### config.mk
export PLATFORM = sky130hd
export DESIGN_NAME = iir_biquad_tdm
export DESIGN_NICKNAME = d
export VERILOG_FILES = /design/src/rtl/iir_biquad_tdm.sv
export SDC_FILE = /design/constraint.sdc
export NUM_CORES = 2
export LEC_CHECK = 0
export CAP_MARGIN = 5
export CORE_MARGIN = 2
export CORE_UTILIZATION = 66
export CTS_BUF_LIST = sky130_fd_sc_hd__clkbuf_16
export DETAILED_ROUTE_END_ITERATION = 12
export DONT_BUFFER_PORTS = 1
export PLACE_DENSITY = 0.93
export SLEW_MARGIN = 25
export SYNTH_ARGS = -nofsm -noshare
export SYNTH_HDL_FRONTEND = slang
export SYNTH_SLANG_ARGS = --single-unit
### constraint.sdc
create_clock -name clk -period 18.6 [get_ports clk]
set_input_delay 4.65 -clock clk [delete_from_list [all_inputs] [get_ports clk]]
set_output_delay 4.65 -clock clk [all_outputs]
set_load 0.02 [all_outputs]
### src/rtl/iir_biquad_tdm.sv
// iir_biquad_tdm: NSEC cascaded biquad sections sharing one multiplier, one sample in flight.
// Each section takes 5 MAC cycles plus 1 round/saturate cycle.
module iir_biquad_tdm #(
    parameter int DATA_W = 16,
    parameter int COEF_W = 16,
    parameter int FRAC   = 14,
    parameter int NSEC   = 2
) (
    input  logic                      clk,
    input  logic                      rst,
    input  logic                      in_valid,
    output logic                      in_ready,
    input  logic signed [DATA_W-1:0]  in_data,
    output logic                      out_valid,
    input  logic                      out_ready,
    output logic signed [DATA_W-1:0]  out_data,
    output logic                      out_sat,
    input  logic                      cfg_we,
    input  logic [$clog2(5*NSEC)-1:0] cfg_addr,
    input  logic signed [COEF_W-1:0]  cfg_data,
    output logic                      cfg_err
);
    localparam int AW    = $clog2(5*NSEC);
    localparam int SW    = NSEC > 1 ? $clog2(NSEC) : 1;
    localparam int PW    = DATA_W + COEF_W;
    localparam int ACC_W = PW + 4;
    localparam logic [AW:0] NCOEF = (AW+1)'(5*NSEC);
    localparam logic signed [ACC_W-1:0] HALF = ACC_W'(1) << (FRAC-1);
    localparam logic signed [ACC_W-1:0] MAXV = {{(ACC_W-DATA_W+1){1'b0}}, {(DATA_W-1){1'b1}}};
    localparam logic signed [ACC_W-1:0] MINV = {{(ACC_W-DATA_W+1){1'b1}}, {(DATA_W-1){1'b0}}};
    localparam logic signed [COEF_W-1:0] B0_RST = COEF_W'(1) << FRAC;

    typedef enum logic [1:0] {IDLE, MAC, FIN, OUT} state_t;

    state_t                    state_q, state_d;
    logic [SW-1:0]             sec_q, sec_d;
    logic [2:0]                k_q, k_d;
    logic signed [DATA_W-1:0]  x_q, x_d;
    logic signed [ACC_W-1:0]   acc_q, acc_d;
    logic                      sat_q, sat_d;
    logic signed [DATA_W-1:0]  out_data_q, out_data_d;
    logic                      out_sat_q, out_sat_d;
    logic                      cfg_err_q;
    logic signed [COEF_W-1:0]  coef_q [5*NSEC];
    logic signed [DATA_W-1:0]  x1_q [NSEC];
    logic signed [DATA_W-1:0]  x2_q [NSEC];
    logic signed [DATA_W-1:0]  y1_q [NSEC];
    logic signed [DATA_W-1:0]  y2_q [NSEC];

    logic [AW-1:0]             idx;
    logic signed [COEF_W-1:0]  coef;
    logic signed [DATA_W-1:0]  opnd, y;
    logic signed [PW-1:0]      prod;
    logic signed [ACC_W-1:0]   prod_x, rnd;
    logic                      hi, lo, last, cfg_ok;

    // Operand order per section: b0*x, b1*x1, b2*x2, a1*y1, a2*y2
    assign idx    = AW'(int'(sec_q) * 5 + int'(k_q));
    assign coef   = coef_q[idx];
    assign opnd   = k_q == 3'd0 ? x_q : k_q == 3'd1 ? x1_q[sec_q] : k_q == 3'd2 ? x2_q[sec_q] :
                    k_q == 3'd3 ? y1_q[sec_q] : y2_q[sec_q];
    assign prod   = coef * opnd;
    assign prod_x = {{(ACC_W-PW){prod[PW-1]}}, prod};
    assign rnd    = (acc_q + HALF) >>> FRAC;
    assign hi     = rnd > MAXV;
    assign lo     = rnd < MINV;
    assign y      = hi ? MAXV[DATA_W-1:0] : lo ? MINV[DATA_W-1:0] : rnd[DATA_W-1:0];
    assign last   = sec_q == SW'(NSEC-1);
    assign cfg_ok = cfg_we && state_q == IDLE && {1'b0, cfg_addr} < NCOEF;

    assign in_ready  = state_q == IDLE;
    assign out_valid = state_q == OUT;
    assign out_data  = out_data_q;
    assign out_sat   = out_sat_q;
    assign cfg_err   = cfg_err_q;

    always_comb begin
        state_d    = state_q;
        sec_d      = sec_q;
        k_d        = k_q;
        x_d        = x_q;
        acc_d      = acc_q;
        sat_d      = sat_q;
        out_data_d = out_data_q;
        out_sat_d  = out_sat_q;
        case (state_q)
            IDLE: if (in_valid) begin
                state_d = MAC;
                sec_d   = '0;
                k_d     = '0;
                x_d     = in_data;
                acc_d   = '0;
                sat_d   = 1'b0;
            end
            MAC: begin
                acc_d   = k_q < 3'd3 ? acc_q + prod_x : acc_q - prod_x;
                k_d     = k_q == 3'd4 ? 3'd0 : k_q + 3'd1;
                state_d = k_q == 3'd4 ? FIN : MAC;
            end
            FIN: begin
                x_d        = y;
                acc_d      = '0;
                sat_d      = sat_q | hi | lo;
                sec_d      = last ? sec_q : sec_q + 1'b1;
                state_d    = last ? OUT : MAC;
                out_data_d = last ? y : out_data_q;
                out_sat_d  = last ? sat_q | hi | lo : out_sat_q;
            end
            default: state_d = out_ready ? IDLE : OUT;
        endcase
    end

    always_ff @(posedge clk or posedge rst) begin
        if (rst) begin
            state_q    <= IDLE;
            sec_q      <= '0;
            k_q        <= '0;
            x_q        <= '0;
            acc_q      <= '0;
            sat_q      <= 1'b0;
            out_data_q <= '0;
            out_sat_q  <= 1'b0;
            cfg_err_q  <= 1'b0;
            for (int i = 0; i < NSEC; i++) begin
                x1_q[i] <= '0;
                x2_q[i] <= '0;
                y1_q[i] <= '0;
                y2_q[i] <= '0;
            end
            for (int i = 0; i < 5*NSEC; i++) coef_q[i] <= i % 5 == 0 ? B0_RST : '0;
        end else begin
            state_q    <= state_d;
            sec_q      <= sec_d;
            k_q        <= k_d;
            x_q        <= x_d;
            acc_q      <= acc_d;
            sat_q      <= sat_d;
            out_data_q <= out_data_d;
            out_sat_q  <= out_sat_d;
            cfg_err_q  <= cfg_we && !cfg_ok;
            if (cfg_ok) coef_q[cfg_addr] <= cfg_data;
            if (state_q == FIN) begin
                x2_q[sec_q] <= x1_q[sec_q];
                x1_q[sec_q] <= x_q;
                y2_q[sec_q] <= y1_q[sec_q];
                y1_q[sec_q] <= y;
            end
        end
    end
endmodule

# Word level (Yosys, flattened, before mapping)
# Index checks and enable logic that the tools add are counted.
[op_classes]
n_bitwise = 5
n_reduce_logical = 15
magnitude_cmp = 9
mux = 47
add_sub_neg = 6
eq_ne = 8
mul = 2
[ops]
columns = ["cell", "count"]
rows = [
  ["two-way mux 16 bit", 23],
  ["bitwise mux 160 bit", 1],
  ["bitwise mux 32 bit", 4],
  ["one-hot mux 36 bit (3 select lines)", 1],
  ["two-way mux 36 bit", 2],
  ["binary-select mux 16 bit (select 4 bit)", 1],
  ["demux 16 bit (select 4 bit)", 1],
  ["adder 36 x 15 -> 36 bit, second input constant", 1],
  ["adder 36 x 32 -> 36 bit", 1],
  ["subtractor 36 x 32 -> 36 bit", 1],
  ["multiplier 16 x 16 -> 32 bit", 1],
  ["one-hot mux 16 bit (2 select lines)", 1],
  ["greater-than comparator 22 x 16 -> 1 bit, second input constant", 1],
  ["< comparator 22 x 16 -> 1 bit, second input constant", 1],
  ["demux 16 bit (select 1 bit)", 1],
  [">= comparator 5 bit, second input constant", 2],
  ["NOT 4 -> 5 bit", 2],
  ["two-way mux 2 bit", 4],
  ["AND reduction 2 bit", 4],
  ["equality test 3 x 2 -> 1 bit, second input constant", 2],
  ["two-way mux 3 bit", 2],
  ["one-hot mux 2 bit (3 select lines)", 1],
  ["one-hot mux 3 bit (2 select lines)", 1],
  ["logical AND 1 bit", 5],
  ["other kinds (23)", 28],
]
[totals]
ff_bits = 365
word_cells = 119
inputBits = 41

# Depth between registers and ports, before layout
[logic_depth]
ltp_word = 12
mapped_depth = 47
ltp_nobuf = 44

# Worst setup path after synthesis
# Ideal clock, no wire load.
[synth_path]
kind = "register to register"
startpoint = "reg k_q[0]"
endpoint = "reg acc_q[35]"
t_arrival_ns = 11.105
t_required_ns = 18.472
path_slack_ns = 7.367
stages_incl_launch_ff = 43
setup_ns = 0.128
period_less_slack_ns = 11.233
path_cell_list = "dfrtp_1 -> ha_1 -> ha_1 -> clkbuf_1 -> clkbuf_1 -> clkbuf_1 -> clkbuf_1 -> mux4_2 -> mux2i_1 -> o22ai_1 -> nand2_1 -> fa_1 -> inv_1 -> fa_1 -> fa_1 -> fa_1 -> fa_1 -> inv_1 -> [... 7 more ...] -> a311o_1 -> o21ai_0 -> a211oi_1 -> a211o_1 -> or4_4 -> o21ai_1 -> xor2_1 -> ha_1 -> clkbuf_1 -> nor2b_1 -> o21a_1 -> o21ai_0 -> a31oi_1 -> a221oi_1 -> nand2b_1 -> o31ai_1 -> a311oi_1 -> o22ai_1"
[synth_via]
elab_chain_len = 9
word_cells_on_any_way = 19
cone_classes = "3 x add/sub; 1 x mul; 1 x order compare; 3 x eq/ne; 9 x mux; 1 x bitwise; 1 x reduce/logical"
[synth_lines]
columns = ["item", "line_no", "text"]
rows = [
  ["from (decl)", "37", "logic [2:0] k_q, k_d;"],
  ["from (signal assigned)", "134", "k_q <= k_d;"],
  ["adder 4 x 3 -> 4 bit / equality test 3 x 2 -> 1 bit (equally long branches)", "58, 61", ""],
  ["NOT 4 -> 5 bit (implied by the code) / two-way mux 16 bit (equally long branches)", "59, 61", ""],
  ["binary-select mux 16 bit (select 4 bit) / two-way mux 16 bit (equally long branches)", "59, 60", ""],
  ["two-way mux 16 bit (on tied branches) (2 in series)", "59, 60", ""],
  ["multiplier 16 x 16 -> 32 bit", "62", "assign prod = coef * opnd;"],
  ["subtractor 36 x 32 -> 36 bit / adder 36 x 32 -> 36 bit (equally long branches)", "96", "acc_d = k_q < 3'd3 ? acc_q + prod_x : acc_q - prod_x;"],
  ["two-way mux 36 bit (*)", "96", ""],
  ["one-hot mux 36 bit (3 select lines) (*)", "86", "case (state_q)"],
  ["to (signal assigned)", "119", "acc_q <= '0;"],
  ["to (signal assigned)", "136", "acc_q <= acc_d;"],
  ["to (decl)", "39", "logic signed [ACC_W-1:0] acc_q, acc_d;"],
]
# Mark *: on every way between the ends. The rest lies on a longest branch, timed or not. The select of a mux whose other input is x is not followed.
# A chain may end at the register's enable or synchronous reset.

# Final worst setup path
[layout_path]
startpoint = "reg sec_q, in the netlist last"
endpoint = "reg acc_q[35]"
[layout_via]
elab_chain_len = 12
word_cells_on_any_way = 28
cone_classes = "3 x add/sub; 2 x mul; 21 x mux; 2 x bitwise"
[layout_lines]
columns = ["item", "line_no", "text"]
rows = [
  ["from (decl)", "36", "logic [SW-1:0] sec_q, sec_d;"],
  ["from (signal assigned)", "116", "sec_q <= '0;"],
  ["from (signal assigned)", "133", "sec_q <= sec_d;"],
  ["branches (longest 8 deep; another with multiplier 1 x 3 -> 4 bit)", "-", ""],
  ["multiplier 16 x 16 -> 32 bit (*)", "62", ""],
  ["subtractor 36 x 32 -> 36 bit / adder 36 x 32 -> 36 bit (equally long branches)", "96", ""],
  ["two-way mux 36 bit (*)", "96", ""],
  ["one-hot mux 36 bit (3 select lines) (*)", "86", ""],
]
# Every way passes the cells marked *. The select of a mux whose other input is x is not followed.

==> results.json <==
{
  "outcome": "finished, final reports clean",
  "insertion_delay_ps": 560,
  "gr-total-overflow": 0,
  "finalMaxSlewViolations": 0,
  "cts_resized": 0,
  "track_usage_pct": 36.8,
  "cts_buffers": 36,
  "postLayoutCoreUtil_pct": 70.4,
  "globalRouteMet3Util_pct": 8.74,
  "setup_viol": 0,
  "tns_ps": 0,
  "die_area_sq_um": 45300,
  "synth_most_common_cell": "inv_1",
  "drtIter0Drc": 2449,
  "start_util_pct": 66.8,
  "async_reset_ff_share_pct": 100,
  "synthTopCellsByArea": "dfrtp_1, fa_1, mux2_2",
  "finalWirelength_microns": 80000,
  "final_area_sq_um": 30300,
  "synth_top_area_share_pct": 30.2,
  "ys_seq_area_share_pct": 30.3,
  "synth_area_sq_um": 28800,
  "fp.coreArea_sq_um": 43100,
  "die_w_microns": 213,
  "slew_headroom_pct": 27.2,
  "fin_nets": 3136,
  "cts.sinks": 349,
  "synth_ff_type": "dfrtp_1",
  "synth_edf_count": 0,
  "h-tree-depth": 2,
  "finalCritPeriodShare_pct": 68.5,
  "gp_congestion": 0.960,
  "area_delta_synth_final_pct": 5.27,
  "drc": 0,
  "placed_area_sq_um": 29200,
  "synth.avg_cell_area_sq_um": 10.3,
  "grt_max_degree": 99,
  "use_met1_pct": 44.0,
  "fmax_ghz": 0.0784,
  "ctsHoldBuffers": 0,
  "path_class": "reg2reg",
  "cts_tree": "done",
  "syn_inst": 2783,
  "grtUsageMet2_pct": 59.9,
  "pin_count": 61,
  "max_stage_delay_ps": 880,
  "hpwlAfterDp_microns": 56600,
  "synth_cell_type_count": 82,
  "cap_violations": 0,
  "tightest_slew_ps": 1090,
  "cp-start-kind": "register",
  "first_global_vias": 23422,
  "antenna_found_initial": 2,
  "clk_pin_slew_ps": 60,
  "worst_setup_path_end_kind": "register",
  "post_cts_buffers": 0,
  "grt_pass1_wl_microns": 127000,
  "fill_cells": 2750,
  "via_count": 21994,
  "hold_viol": 0,
  "synth_common_cells": "inv_1, dfrtp_1, fa_1",
  "rsz0062_at_grt": "false",
  "viasPerCell": 6.64,
  "drt-wirelength-per-cell_microns": 24.2,
  "cpMostUsedCell": "fa_1",
  "cp.required_ps": 19030,
  "dr.pass1.iters": 7,
  "drive_above_1_share_pct": 15.7,
  "critPathArrivalTime_ps": 13180,
  "clockBufferDepth": 3,
  "rows": 76,
  "port_buffers": 0,
  "fin_crit_ps": 12750,
  "yosys.area.top_type": "dfrtp_1",
  "top_usage_layer": "met2",
  "clock-root-buffer": "clkbuf_16",
  "cp_slowest_cell": "fa_1",
  "ys_ff_latch": 349,
  "skew_ps": 23.7,
  "ant_nets": 0,
  "cp_max_fo": 29,
  "yosys_warnings": 0,
  "die_y_microns": 213,
  "hold_class": "reg2reg",
  "syn_nets": 3214
}
==> cell type report <==
class,count,area (sq um),area share (%)
diodes,2,5.00,0.0165
clock buffers,36,901,2.97
clock inverters,22,194,0.640
inverters,366,1380,4.56
multi-input cells,1917,18100,59.6
flip-flops and latches,349,8740,28.8
well taps,585,732,2.41
repair buffers,35,278,0.916
==> per-layer routing <==
| metal | wire length (microns) | share of wire, % |
|---|---|---|
| met3 | 7030 | 8.8 |
| met2 | 38400 | 48 |
| met4 | 6040 | 7.5 |
| met1 | 28500 | 36 |
| met5 | 0 | 0 |
==> cells by family (layout without fill, tap and decap cells) <==
| kind of cell | Yosys count | after routing | synth area share [%] |
|---|---|---|---|
| flops | 349 | 349 | 30.3 |
| mux | 373 | 373 | 16.2 |
| xor+xnor | 114 | 114 | 3.52 |
| other cells | 0 | 2 | 0 |
| compound gates | 436 | 436 | 9.70 |
| fa+ha+maj | 390 | 390 | 23.8 |
| simple gates | 604 | 604 | 9.43 |
| buf+inv | 517 | 459 | 7.03 |
==> registers in the layout, summed over array words and instances (netlist names), 2 cells and up <==
register / flops
acc_q: 36
coef_q: 160
k_q: 3
state_q: 2
x1_q: 32
x2_q: 32
x_q: 16
y1_q: 32
y2_q: 32
==> critical path: cells and delay by family (launching register included) <==
family | cells | cell delay (ps)
adder cells (fa/ha/maj) | 9 | 4920
AND/OR/NAND/NOR | 11 | 3250
AO/OA/AOI/OAI | 10 | 3080
flip-flops | 1 | 650
XOR/XNOR | 2 | 380
buffers and inverters | 4 | 330
==> placed cells by master (no fill, tap or decap), types with 6 or more instances in the layout <==
cell type  instances
inv_1            377
dfrtp_1          346
fa_1             263
mux2_2           257
nand2_1          229
nor2_1           200
ha_1             126
o21ai_0          118
a21oi_1          101
mux2i_1           68
xnor2_1           58
xor2_1            54
mux4_2            48
clkbuf_16         36
buf_4             31
nand3_1           27
a21o_1            26
a211oi_1          25
nand2b_1          25
o21a_1            24
and3_1            20
o22ai_1           18
o22a_1            18
a22oi_1           17
nor2b_1           15
or2_2             14
nand4_1           14
nor3_1            12
o31ai_1           12
o21ai_1           10
and2_1             9
o21bai_1           8
a31oi_1            8
nor4_1             7
a211o_1            7
a21boi_0           6
==> stage by stage <==
stage | setup WS, ps | hold slack, ps | cells
6_report | 5850 | 493 | 3312
5_1_grt | 5010 | 517 | 3310
4_1_cts | 6080 | 491 | 3310
3_5_place_dp | 6120 | 480 | 3252
3_3_place_gp | 6580 | 471 | 3250
2_1_floorplan | 4270 | 455 | 2783
==> worst paths after layout <==
| kind | startpoint | endpoint | slack (ps) | cells past startpoint |
|---|---|---|---|---|
| worst max-delay path | last | acc_q[35] | 5850 | 36 |
| worst min-delay path | acc_q[8] | acc_q[8] | 490 | 2 |
| worst max register to register | last | acc_q[35] | 5850 | 36 |
| worst min register to register | acc_q[8] | acc_q[8] | 490 | 2 |
| max in group asynchronous | rst | coef_q[72] | 12490 | 3 |
| min in group asynchronous | rst | acc_q[29] | 4040 | 1 |
Power is not shown: default switching activity piles up to over one toggle a cycle in this logic, so the estimate is an artifact.
